$ cat config.mk
export PLATFORM = sky130hd
export DESIGN_NAME = hybrid_pwm_sd_mc
export DESIGN_NICKNAME = d
export VERILOG_FILES = /design/src/rtl/hybrid_pwm_sd_mc.sv
export SDC_FILE = /design/constraint.sdc
export NUM_CORES = 1
export LEC_CHECK = 0
export BUFFER_PORTS_ARGS = -buffer_cell sky130_fd_sc_hd__buf_2
export CORE_UTILIZATION = 40
export DETAILED_ROUTE_END_ITERATION = 10
export PLACE_DENSITY_LB_ADDON = 0.2
export SETUP_SLACK_MARGIN = 0.1
export SLEW_MARGIN = 5
export SYNTH_ARGS = -nofsm -noshare
export SYNTH_HDL_FRONTEND = slang
export SYNTH_SLANG_ARGS = --single-unit
$ cat constraint.sdc
create_clock -name clk -period 5.4 [get_ports clk]
set_input_delay 0.81 -clock clk [delete_from_list [all_inputs] [get_ports clk]]
set_output_delay 0.81 -clock clk [all_outputs]
set_load 0.01 [all_outputs]
$ cat src/rtl/hybrid_pwm_sd_mc.sv
// hybrid_pwm_sd_mc: multi-channel hybrid PWM / first-order sigma-delta audio DAC
module hybrid_pwm_sd_mc #(
    parameter int CHANNELS  = 2,
    parameter int DW        = 16,
    parameter int PWM_BITS  = 5,
    parameter int SIGNED_IN = 1
) (
    input  logic                   clk,
    input  logic                   n_reset,
    input  logic [CHANNELS*DW-1:0] din,
    input  logic                   din_valid,
    input  logic                   mute,
    output logic [CHANNELS-1:0]    dout,
    output logic                   frame
);
    // scaled sample never reaches 2**(DW+PWM_BITS), so this width is exact
    localparam int SW = DW + PWM_BITS;
    localparam logic [PWM_BITS-1:0] MID_THR = PWM_BITS'(1) << (PWM_BITS - 1);
    localparam logic [DW-1:0]       MID_DW  = DW'(1) << (DW - 1);
    localparam logic [DW-1:0]       IN_XOR  = (SIGNED_IN != 0) ? MID_DW : '0;
    localparam logic [SW-1:0]       GAIN    = SW'((1 << PWM_BITS) - 2);
    localparam logic [SW-1:0]       OFFSET  = SW'(1) << DW;

    logic [PWM_BITS-1:0] cnt;
    logic [DW-1:0]       hold     [CHANNELS];
    logic [DW-1:0]       acc      [CHANNELS];
    logic [PWM_BITS-1:0] thr      [CHANNELS];
    logic [SW-1:0]       s        [CHANNELS];
    logic [DW:0]         acc_sum  [CHANNELS];
    logic [PWM_BITS-1:0] thr_next [CHANNELS];
    logic                boundary;

    assign boundary = (cnt == '1);

    // Scale each held sample to an integer count plus a fraction fed to the accumulator
    always_comb begin
        for (int k = 0; k < CHANNELS; k++) begin
            s[k]        = SW'(hold[k]) * GAIN + OFFSET;
            acc_sum[k]  = {1'b0, acc[k]} + {1'b0, s[k][DW-1:0]};
            thr_next[k] = s[k][DW +: PWM_BITS] + PWM_BITS'(acc_sum[k][DW]);
        end
    end

    // Shared frame counter; frame pulses in the first cycle running the new thresholds
    always_ff @(posedge clk or negedge n_reset) begin
        if (!n_reset) begin
            cnt   <= '0;
            frame <= 1'b0;
        end else begin
            cnt   <= cnt + PWM_BITS'(1);
            frame <= boundary;
        end
    end

    // Sample hold, stored offset-binary so the scaler never sees signed data
    always_ff @(posedge clk or negedge n_reset) begin
        if (!n_reset) begin
            for (int k = 0; k < CHANNELS; k++) hold[k] <= MID_DW;
        end else if (din_valid) begin
            for (int k = 0; k < CHANNELS; k++) hold[k] <= din[k*DW +: DW] ^ IN_XOR;
        end
    end

    // Per-frame duty update; mute parks at midscale and freezes the accumulator
    always_ff @(posedge clk or negedge n_reset) begin
        if (!n_reset) begin
            for (int k = 0; k < CHANNELS; k++) begin
                thr[k] <= MID_THR;
                acc[k] <= MID_DW;
            end
        end else if (boundary) begin
            for (int k = 0; k < CHANNELS; k++) begin
                if (mute) begin
                    thr[k] <= MID_THR;
                end else begin
                    thr[k] <= thr_next[k];
                    acc[k] <= acc_sum[k][DW-1:0];
                end
            end
        end
    end

    // PWM comparator, one registered pin per channel
    always_ff @(posedge clk or negedge n_reset) begin
        if (!n_reset) begin
            dout <= '0;
        end else begin
            for (int k = 0; k < CHANNELS; k++) dout[k] <= (cnt < thr[k]);
        end
    end
endmodule

==> results of run 1 <==
[routing by layer]
layer	GRT usage	up-vias	wire length, µm
met5	0	-	0
met4	0.0419	0	172
met3	0.0303	13	304
met2	0.284	46	7150
met1	0.211	2666	7330
li1	-	2936	-
[registers in the layout (all words and copies together) (netlist names)]
| name | count |
|---|---|
| acc | 30 |
| cnt | 5 |
| dout | 2 |
| frame | 1 |
| hold | 32 |
| thr | 10 |
[worst max path at each step]
| stage | depth (start not counted) | start | end | slack [ns] |
|---|---|---|---|---|
| CTS | 24 | hold[19] | thr[9] | 0.22 |
| floorplan | 22 | hold[3] | thr[4] | 0.55 |
| global route | 22 | hold[1] | thr[4] | 0.07 |
| global placement | 20 | hold[0] | thr[4] | 0.33 |
| detailed placement | 20 | hold[0] | thr[4] | 0.25 |
| finish | 21 | hold[5] | thr[4] | 0.42 |
[critical path, delay by kind of cell (launching register included)]
family	cells	cell delay [ns]
adder cells (fa/ha/maj)	6	2.06
AND/OR/NAND/NOR	1	0.08
buffers and inverters	2	0.26
XOR/XNOR	2	0.53
flip-flops	1	0.37
AO/OA/AOI/OAI	10	1.64
[cell families (layout without fill, tap and decap cells)]
logic type / Yosys count / in the layout
AO/OA/AOI/OAI: 213 / 213
flip-flops: 80 / 80
XOR/XNOR: 55 / 55
AND/OR/NAND/NOR: 201 / 201
buffers and inverters: 117 / 168
multiplexers: 6 / 6
adder cells (fa/ha/maj): 154 / 154
[repair_timing]
item | in CTS | in global routing
buffers inserted | 0 | 10
gates resized for setup | 0 | 27
setup endpoints to repair | 0 | 5
[cells in the mapped netlist, drive strengths merged, types with 7 or more instances]
cell	instances	area share
nand3	16	0.010
dfrtp	74	0.24
and3	7	0.0056
o21ai	74	0.049
a31oi	11	0.012
a211oi	11	0.014
a21oi	39	0.025
inv	101	0.048
xnor2	36	0.041
fa	60	0.15
o21bai	9	0.0091
a21o	20	0.019
or2	7	0.0056
clkbuf	12	0.0057
nand3b	8	0.0077
nand2	81	0.039
nor3	17	0.011
nor2b	7	0.0056
xor2	18	0.025
ha	94	0.15
nor2	34	0.017
o31ai	7	0.0080
[power breakdown]
group | total, mW | leakage (nW) | switching [mW] | internal, mW
sequential | 0.835 | 0.987 | 0.0881 | 0.747
clock | 0.626 | 0.146 | 0.290 | 0.335
combinational | 4.28 | 3.09 | 2.30 | 1.97
total | 5.74 | 4.23 | 2.68 | 3.05
[area by class of cell]
| type | instances | area (µm²) |
|---|---|---|
| fillers | 1832 | 10200 |
| multi-input cells | 629 | 5450 |
| flip-flops and latches | 80 | 2010 |
| inverters | 101 | 379 |
| well taps | 260 | 325 |
| repair buffers | 51 | 290 |
| clock buffers | 10 | 239 |
| clock inverters | 6 | 55.1 |
==> impl_metrics.ini, run 1 <==
[synth]
synthCells = 826
ys_seq_area_frac = 0.256
synth_top_family_by_area = adder cells
syn_avg_cell_area_um2 = 9.49
yosysWarnings = 0
synth_compound_area_frac = 0.183
synth_mux_area_frac = 0.00798
synthAdderAreaFrac = 0.303
synth-seq-cells = 80
ys_types = 77
synth-edff-count = 0
syn_nets = 1016
yosys.area_share.simple = 0.124
synth_xor_area_frac = 0.0694
synth_top_flop_cell = dfrtp_1
netlist_area_um2 = 7840
async_reset_ff_frac = 1.00

[global_route]
antenna_found_initial = 0
grt_max_degree = 61
grt_pass1_vias = 5718
grt_pass1_wl_um = 26500
grt-ovfl-total = 0
grt.total_usage = 0.164

[setup_path]
crit_fanout = 5
critPathKind = reg -> reg
slowest_stage = fa_1
r2r_end = thr[4]
slowest_delay_ns = 0.54
required_ns = 5.69
arrival_ns = 5.27
startpoint_type = register
r2r-start = hold[5]
rr_worst_depth = 21
path_cells = inv_1 -> fa_1 -> fa_1 -> inv_1 -> ha_1 -> o21a_1 -> a21o_1 -> a21o_1 -> a21o_2 -> a21o_1 -> a21o_1 -> a21oi_1 -> xnor2_1 -> ha_1 -> nand2_1 -> o21ai_1 -> ha_1 -> ha_1 -> o211ai_2 -> xnor3_1 -> o22a_1
r2r_setup_slack_ns = 0.42
cp-end-kind = register

[run_status]
outcome = finished clean

[power_and_ir_drop]
power.total_mw = 5.74
ir_drop_v = 0.000265
p_leak_nw = 4.23
powerDensity_nw_per_um2 = 656

[finish]
final_cell_mix = ha_1 (92), inv_1 (91), nand2_1 (81)
area_delta_synth_final_pct = 11.6
drive_above_1_share = 0.152
final_cell_count_no_fill = 1137
final_nets = 1062
final_common_cell = ha_1
final_core_util = 0.462
fin_area_um2 = 8750
diodes = 0

[floorplan]
die_w_um = 142
die_h_um = 142
pin_count = 39
die_area_um2 = 20200
row_count = 50
start_util = 0.413
design.core.area_um2 = 19000

[placement]
dp_slack_ns = 0.249
post_dp_cell_area_um2 = 8320
dp.cells = 1111
port_buffers = 38
routabilityCongestion = 0.812
hpwl_um = 11400

[timing]
slew_headroom = 0.319
period_minus_slack_ns = 4.98
timing.setup.tns_ns = 0
fin_crit_sh = 0.922
rsz0062_at_grt = false
setup_violations = 0
post-route-worst-setup-slack_ns = 0.420
hold_viol = 0
hold_ws_ns = 0.389
finalClockSkew_ns = 0.00923
clock.fmax_mhz = 201
maxSlewViolCount = 0
tightestPinTransition_ns = 1.02

[drt]
antenna_left = 0
via_per_inst = 4.98
drt_iter0_drc = 178
totalWireLength_um = 15000
wl_per_cell_um = 13.2
route.detailed.drc = 0
vias = 5661
drt_first_pass_iters = 4

[clock_network]
htree_levels = 3
clk_pin_slew_worst_paths_ns = 0.07
cts_hold_buf = 0
cts.sinks = 80
ctsRootBufferMaster = clkbuf_16
cts_tree = yes
insertion_delay_ns = 0.35
clk_path_buf_depth = 2
cts_buffers = 9

[worst_hold_path]
hp-class = in -> async

[flow_run]
drv_cap = 0
(Power assumes the default switching activity.)
==> run 2: changes to the inputs <==
--- a/config.mk
+++ b/config.mk
@@ -6,6 +6,8 @@
 export NUM_CORES = 1
 export LEC_CHECK = 0
 export BUFFER_PORTS_ARGS = -buffer_cell sky130_fd_sc_hd__buf_2
+export CELL_PAD_IN_SITES_DETAIL_PLACEMENT = 2
+export CELL_PAD_IN_SITES_GLOBAL_PLACEMENT = 2
 export CORE_UTILIZATION = 40
 export DETAILED_ROUTE_END_ITERATION = 10
 export PLACE_DENSITY_LB_ADDON = 0.2
==> run 2 against run 1 <==
Effect of this change: die area stayed put; sequential share of layout area is 0.43 points lower; utilization is 0.91 points higher; clock skew is 0.0034 ns lower; sequential power is 1% higher; critical path type unchanged; via count is 9.5% higher; worst setup slack worse by 0.19 ns; routed wire length is 46% higher.
==> impl_metrics.ini, run 2 (synthesis gave the netlist of run 1 again) <==
[floorplan]
die_area_um2 = 20200
die_h_um = 142
start_util = 0.413
die_w_um = 142
pin_count = 39
row_count = 50
design.core.area_um2 = 19000

[timing]
tightestPinTransition_ns = 0.733
timing.setup.tns_ns = 0
slew_headroom = 0.511
rsz0062_at_grt = true
hold_viol = 0
clock.fmax_mhz = 193
maxSlewViolCount = 0
period_minus_slack_ns = 5.17
post-route-worst-setup-slack_ns = 0.227
finalClockSkew_ns = 0.00583
setup_violations = 0
fin_crit_sh = 0.958
hold_ws_ns = 0.372

[power_and_ir_drop]
power.total_mw = 6.36
p_leak_nw = 4.26
switching_share = 0.484
seqPwrFrac = 0.133
ir_drop_v = 0.000233
p_int_mw = 3.28
comb_power_share = 0.749
powerDensity_nw_per_um2 = 713
power.share.clock = 0.118
switching_power_mw = 3.08

[global_route]
grt_pass1_wl_um = 36100
grt.total_usage = 0.228
grt-ovfl-total = 0
grt_pass1_vias = 7241
antenna_found_initial = 0
grt_max_degree = 61

[clock_network]
clk_path_buf_depth = 2
htree_levels = 3
ctsRootBufferMaster = clkbuf_16
clk_pin_slew_worst_paths_ns = 0.07
cts_tree = yes
cts_buffers = 9
insertion_delay_ns = 0.36
cts.sinks = 80

[finish]
final_common_cell = inv_1
top_register = hold
drive_above_1_share = 0.175
reg.largest.list = hold (32), acc (30), thr (10)
fin_area_um2 = 8920
final_core_util = 0.471
final_nets = 1067
area_delta_synth_final_pct = 13.8
diodes = 0
final_cell_mix = inv_1 (89), ha_1 (84), nand2_1 (81)
largest_reg_flops = 32
fillerInstances = 2043
final_cell_count_no_fill = 1142

[drt]
wl_per_cell_um = 19.1
route.detailed.drc = 0
drt_iter0_drc = 194
antenna_left = 0
drt_first_pass_iters = 4
vias = 6197
totalWireLength_um = 21900
via_per_inst = 5.43

[setup_path]
startpoint_type = register
cp-end-kind = register
critPathKind = reg -> reg
arrival_ns = 5.46
r2r-start = hold[2]
required_ns = 5.69
r2r_end = thr[4]
crit_fanout = 4
rr_worst_depth = 22
r2r_setup_slack_ns = 0.23

[placement]
port_buffers = 38
dp_slack_ns = 0.0214
post_dp_cell_area_um2 = 8330
hpwl_um = 16200
dp.cells = 1113
routabilityCongestion = 0.793

[run_status]
outcome = finished clean

[flow_run]
drv_cap = 0

[worst_hold_path]
hp-class = in -> async
run 2: cell types whose count changed in the layout (fill, tap and decap cells not counted), moves of 2 or more:
cell,change
ha_2,+4
buf_4,+5
inv_1,-2
ha_4,+4
ha_1,-8
inv_2,+2
fa_2,+2
fa_1,-2
inv_6,-2
bufinv_16,+3
run 2: worst max-delay path, stage by stage, from the launching register on:
cell and delay [ns]:
dfrtp_1 0.41, inv_2 0.08, fa_1 0.50, fa_1 0.54, inv_1 0.06, ha_1 0.39, o21ai_1 0.27, o21bai_1 0.14
a21oi_2 0.24, nor2b_1 0.10, o21a_1 0.17, nor2_1 0.11, xnor2_1 0.09, ha_1 0.34, a21oi_1 0.09, a31oi_1 0.24
a31oi_1 0.13, o21ai_1 0.17, ha_2 0.21, ha_2 0.20, o211ai_2 0.07, xnor3_1 0.37, o22a_1 0.17
run 2: layer usage:
metal	wire [µm]	vias to the layer above	part of all wire	GRT usage
li1	-	2944	-	-
met1	9420	3161	0.43	0.267
met2	11700	62	0.53	0.433
met3	405	30	0.019	0.0293
met4	365	0	0.017	0.0628
met5	0	-	0	0
run 2: worst max path at each step:
stage,endpoint,slack (ns),from
after floorplan,thr[4],0.55,hold[3]
after global placement,thr[9],0.28,hold[16]
after detailed placement,thr[4],0.02,hold[3]
after CTS,thr[4],0.06,hold[4]
after global routing,thr[4],-0.03,hold[2]
final,thr[4],0.23,hold[2]
run 2: cell type report:
type                    count  area [µm²]  area share
multi-input cells         629        5540       0.620
flip-flops and latches     80        2010       0.225
inverters                 101         379      0.0425
repair buffers             56         328      0.0367
well taps                 260         325      0.0365
clock buffers              10         229      0.0257
clock inverters             6         115      0.0129
run 2: power by group through the flow:
stage,logic (mW),registers (mW),clock network [mW]
after CTS,4.49,0.848,0.769
after global placement,4.04,0.842,0
after floorplan,3.35,0.828,0
after detailed placement,4.35,0.856,0
after global routing,5.27,0.863,0.792
final,4.76,0.846,0.752
run 2: what timing repair did:
| item | 4_1_cts | 5_1_grt |
|---|---|---|
| pin swaps | 2 | 22 |
| setup buffers | 1 | 12 |
| endpoints found under the setup margin | 3 | 5 |
| hold buffers | 0 | 0 |
| gates cloned | 0 | 0 |
| resized for setup | 7 | 41 |
==> run 3: changes to the inputs <==
--- a/config.mk
+++ b/config.mk
@@ -8,7 +8,7 @@
 export BUFFER_PORTS_ARGS = -buffer_cell sky130_fd_sc_hd__buf_2
 export CELL_PAD_IN_SITES_DETAIL_PLACEMENT = 2
 export CELL_PAD_IN_SITES_GLOBAL_PLACEMENT = 2
-export CORE_UTILIZATION = 40
+export CORE_UTILIZATION = 41
 export DETAILED_ROUTE_END_ITERATION = 10
 export PLACE_DENSITY_LB_ADDON = 0.2
 export SETUP_SLACK_MARGIN = 0.1
==> run 3 against run 2 <==
Effect of this change: highest routed layer unchanged; sequential cell count is the same; routed wire length rose by 2.0%; critical endpoint unchanged; worst hold slack improved by 0.046 ns; die area decreased by 2.4%; clock skew grew 0.0017 ns; critical path type unchanged; final area down 1.5%; sequential power increased by 0.5%; clock power decreased by 16%; combinational power about the same; final cell count fell by 2.5%; utilization is 0.093 points lower; power is 2.1% lower.
==> impl_metrics.ini, run 3 (synthesis gave the netlist of run 1 again) <==
[timing]
hold_viol = 0
slew_headroom = 0.516
post-route-worst-setup-slack_ns = 0.268
period_minus_slack_ns = 5.13
timing.setup.tns_ns = 0
finalClockSkew_ns = 0.00751
tightestPinTransition_ns = 0.726
fin_crit_sh = 0.950
clock.fmax_mhz = 195
setup_violations = 0
maxSlewViolCount = 0

[global_route]
grt_pass1_vias = 7181
antenna_found_initial = 0
grt_pass1_wl_um = 36700
grt-ovfl-total = 0
grt.total_usage = 0.238
grt_max_degree = 61

[setup_path]
required_ns = 5.69
slowest_stage = fa_1
crit_fanout = 5
cp-end-kind = register
path_cells = inv_2 -> fa_1 -> fa_1 -> inv_1 -> ha_2 -> o21ai_4 -> o21ai_4 -> a21o_1 -> a21o_1 -> xor2_1 -> ha_1 -> or2_2 -> a21oi_1 -> a31oi_2 -> a31oi_1 -> o21ai_2 -> ha_2 -> ha_2 -> o211ai_2 -> xnor3_1 -> o22a_1
slowest_delay_ns = 0.54
critPathKind = reg -> reg
arrival_ns = 5.42
r2r_setup_slack_ns = 0.27
startpoint_type = register
cpMostUsedCell = ha_2

[clock_network]
cts_tree = yes
ctsRootBufferMaster = clkbuf_16
cts_buffers = 9
clk_path_buf_depth = 2
htree_levels = 3
insertion_delay_ns = 0.36
cts.sinks = 80
clk_pin_slew_worst_paths_ns = 0.07

[floorplan]
row_count = 50
start_util = 0.419
design.core.area_um2 = 18700
die_h_um = 140
die_area_um2 = 19700
die_w_um = 140
pin_count = 39

[placement]
hpwl_um = 16900
dp_slack_ns = -0.00382
post_dp_cell_area_um2 = 8300
port_buffers = 38
routabilityCongestion = 0.790

[finish]
reg.largest.list = hold (32), acc (30), thr (10)
final_nets = 1064
fin_area_um2 = 8790
final_cell_mix = inv_1 (88), ha_1 (88), nand2_1 (81)
diodes = 0
area_delta_synth_final_pct = 12.1
drive_above_1_share = 0.172
largest_reg_flops = 32
top_register = hold

[drt]
via_per_inst = 5.56
route.detailed.drc = 0
wl_per_cell_um = 20.0
drt_iter0_drc = 174
drt_first_pass_iters = 4
totalWireLength_um = 22300
vias = 6193
antenna_left = 0

[power_and_ir_drop]
power.total_mw = 6.22
powerDensity_nw_per_um2 = 708
ir_drop_v = 0.000211
p_leak_nw = 4.22

[flow_run]
drv_cap = 0

[run_status]
outcome = finished clean

[worst_hold_path]
hp-class = in -> async
## run 3: layout make-up
cell class | instances | area [µm²]
tap | 234 | 293
inverter | 101 | 384
clock inverter | 6 | 51.3
clock buffer | 10 | 239
fill | 1948 | 9920
sequential | 80 | 2010
timing repair buffer | 53 | 305
multi-input combinational | 629 | 5500
## run 3: final timing paths
| path | cells past startpoint | startpoint | endpoint |
|---|---|---|---|
| min in group clk | 2 | acc[17] | acc[17] |
| worst min-delay path | 1 | n_reset | acc[4] |
| worst min register to register | 2 | acc[17] | acc[17] |
| max in group asynchronous | 2 | n_reset | hold[16] |
| worst max register to register | 21 | hold[2] | thr[4] |
| worst max-delay path | 21 | hold[2] | thr[4] |
## run 3: power breakdown
| group | internal [mW] | switching (mW) |
|---|---|---|
| Combinational | 2.03 | 2.71 |
| Sequential | 0.748 | 0.102 |
| Clock | 0.331 | 0.300 |
| Total | 3.11 | 3.11 |
## run 3: through the flow
step,std cells,hold slack [ns],utilization
after CTS,1103,0.434,0.461
after detailed placement,1087,0.475,0.444
final,1113,0.418,0.470
after global routing,1113,0.448,0.470
after global placement,1087,0.462,0.444
after floorplan,826,0.445,-
## run 3: routing by layer
layer	routed length, µm	share of wire	vias to the layer above	GRT usage
li1	-	-	2937	-
met1	9200	0.41	3181	0.270
met2	12400	0.55	48	0.463
met3	286	0.013	27	0.0215
met4	448	0.020	0	0.0787
met5	0	0	-	0
## run 3: timing repair
item,in CTS,in global routing
hold buffers,0,0
pin swaps,2,15
setup endpoints to repair,2,4
resized for setup,10,37
buffers inserted,0,10
## run 3: worst max-delay path, delay by kind of cell, from the launching register on
family | cells | cell delay [ns]
fa+ha+maj | 6 | 2.14
compound gates | 10 | 1.49
xor+xnor | 2 | 0.56
flops | 1 | 0.43
simple gates | 1 | 0.31
buf+inv | 2 | 0.14
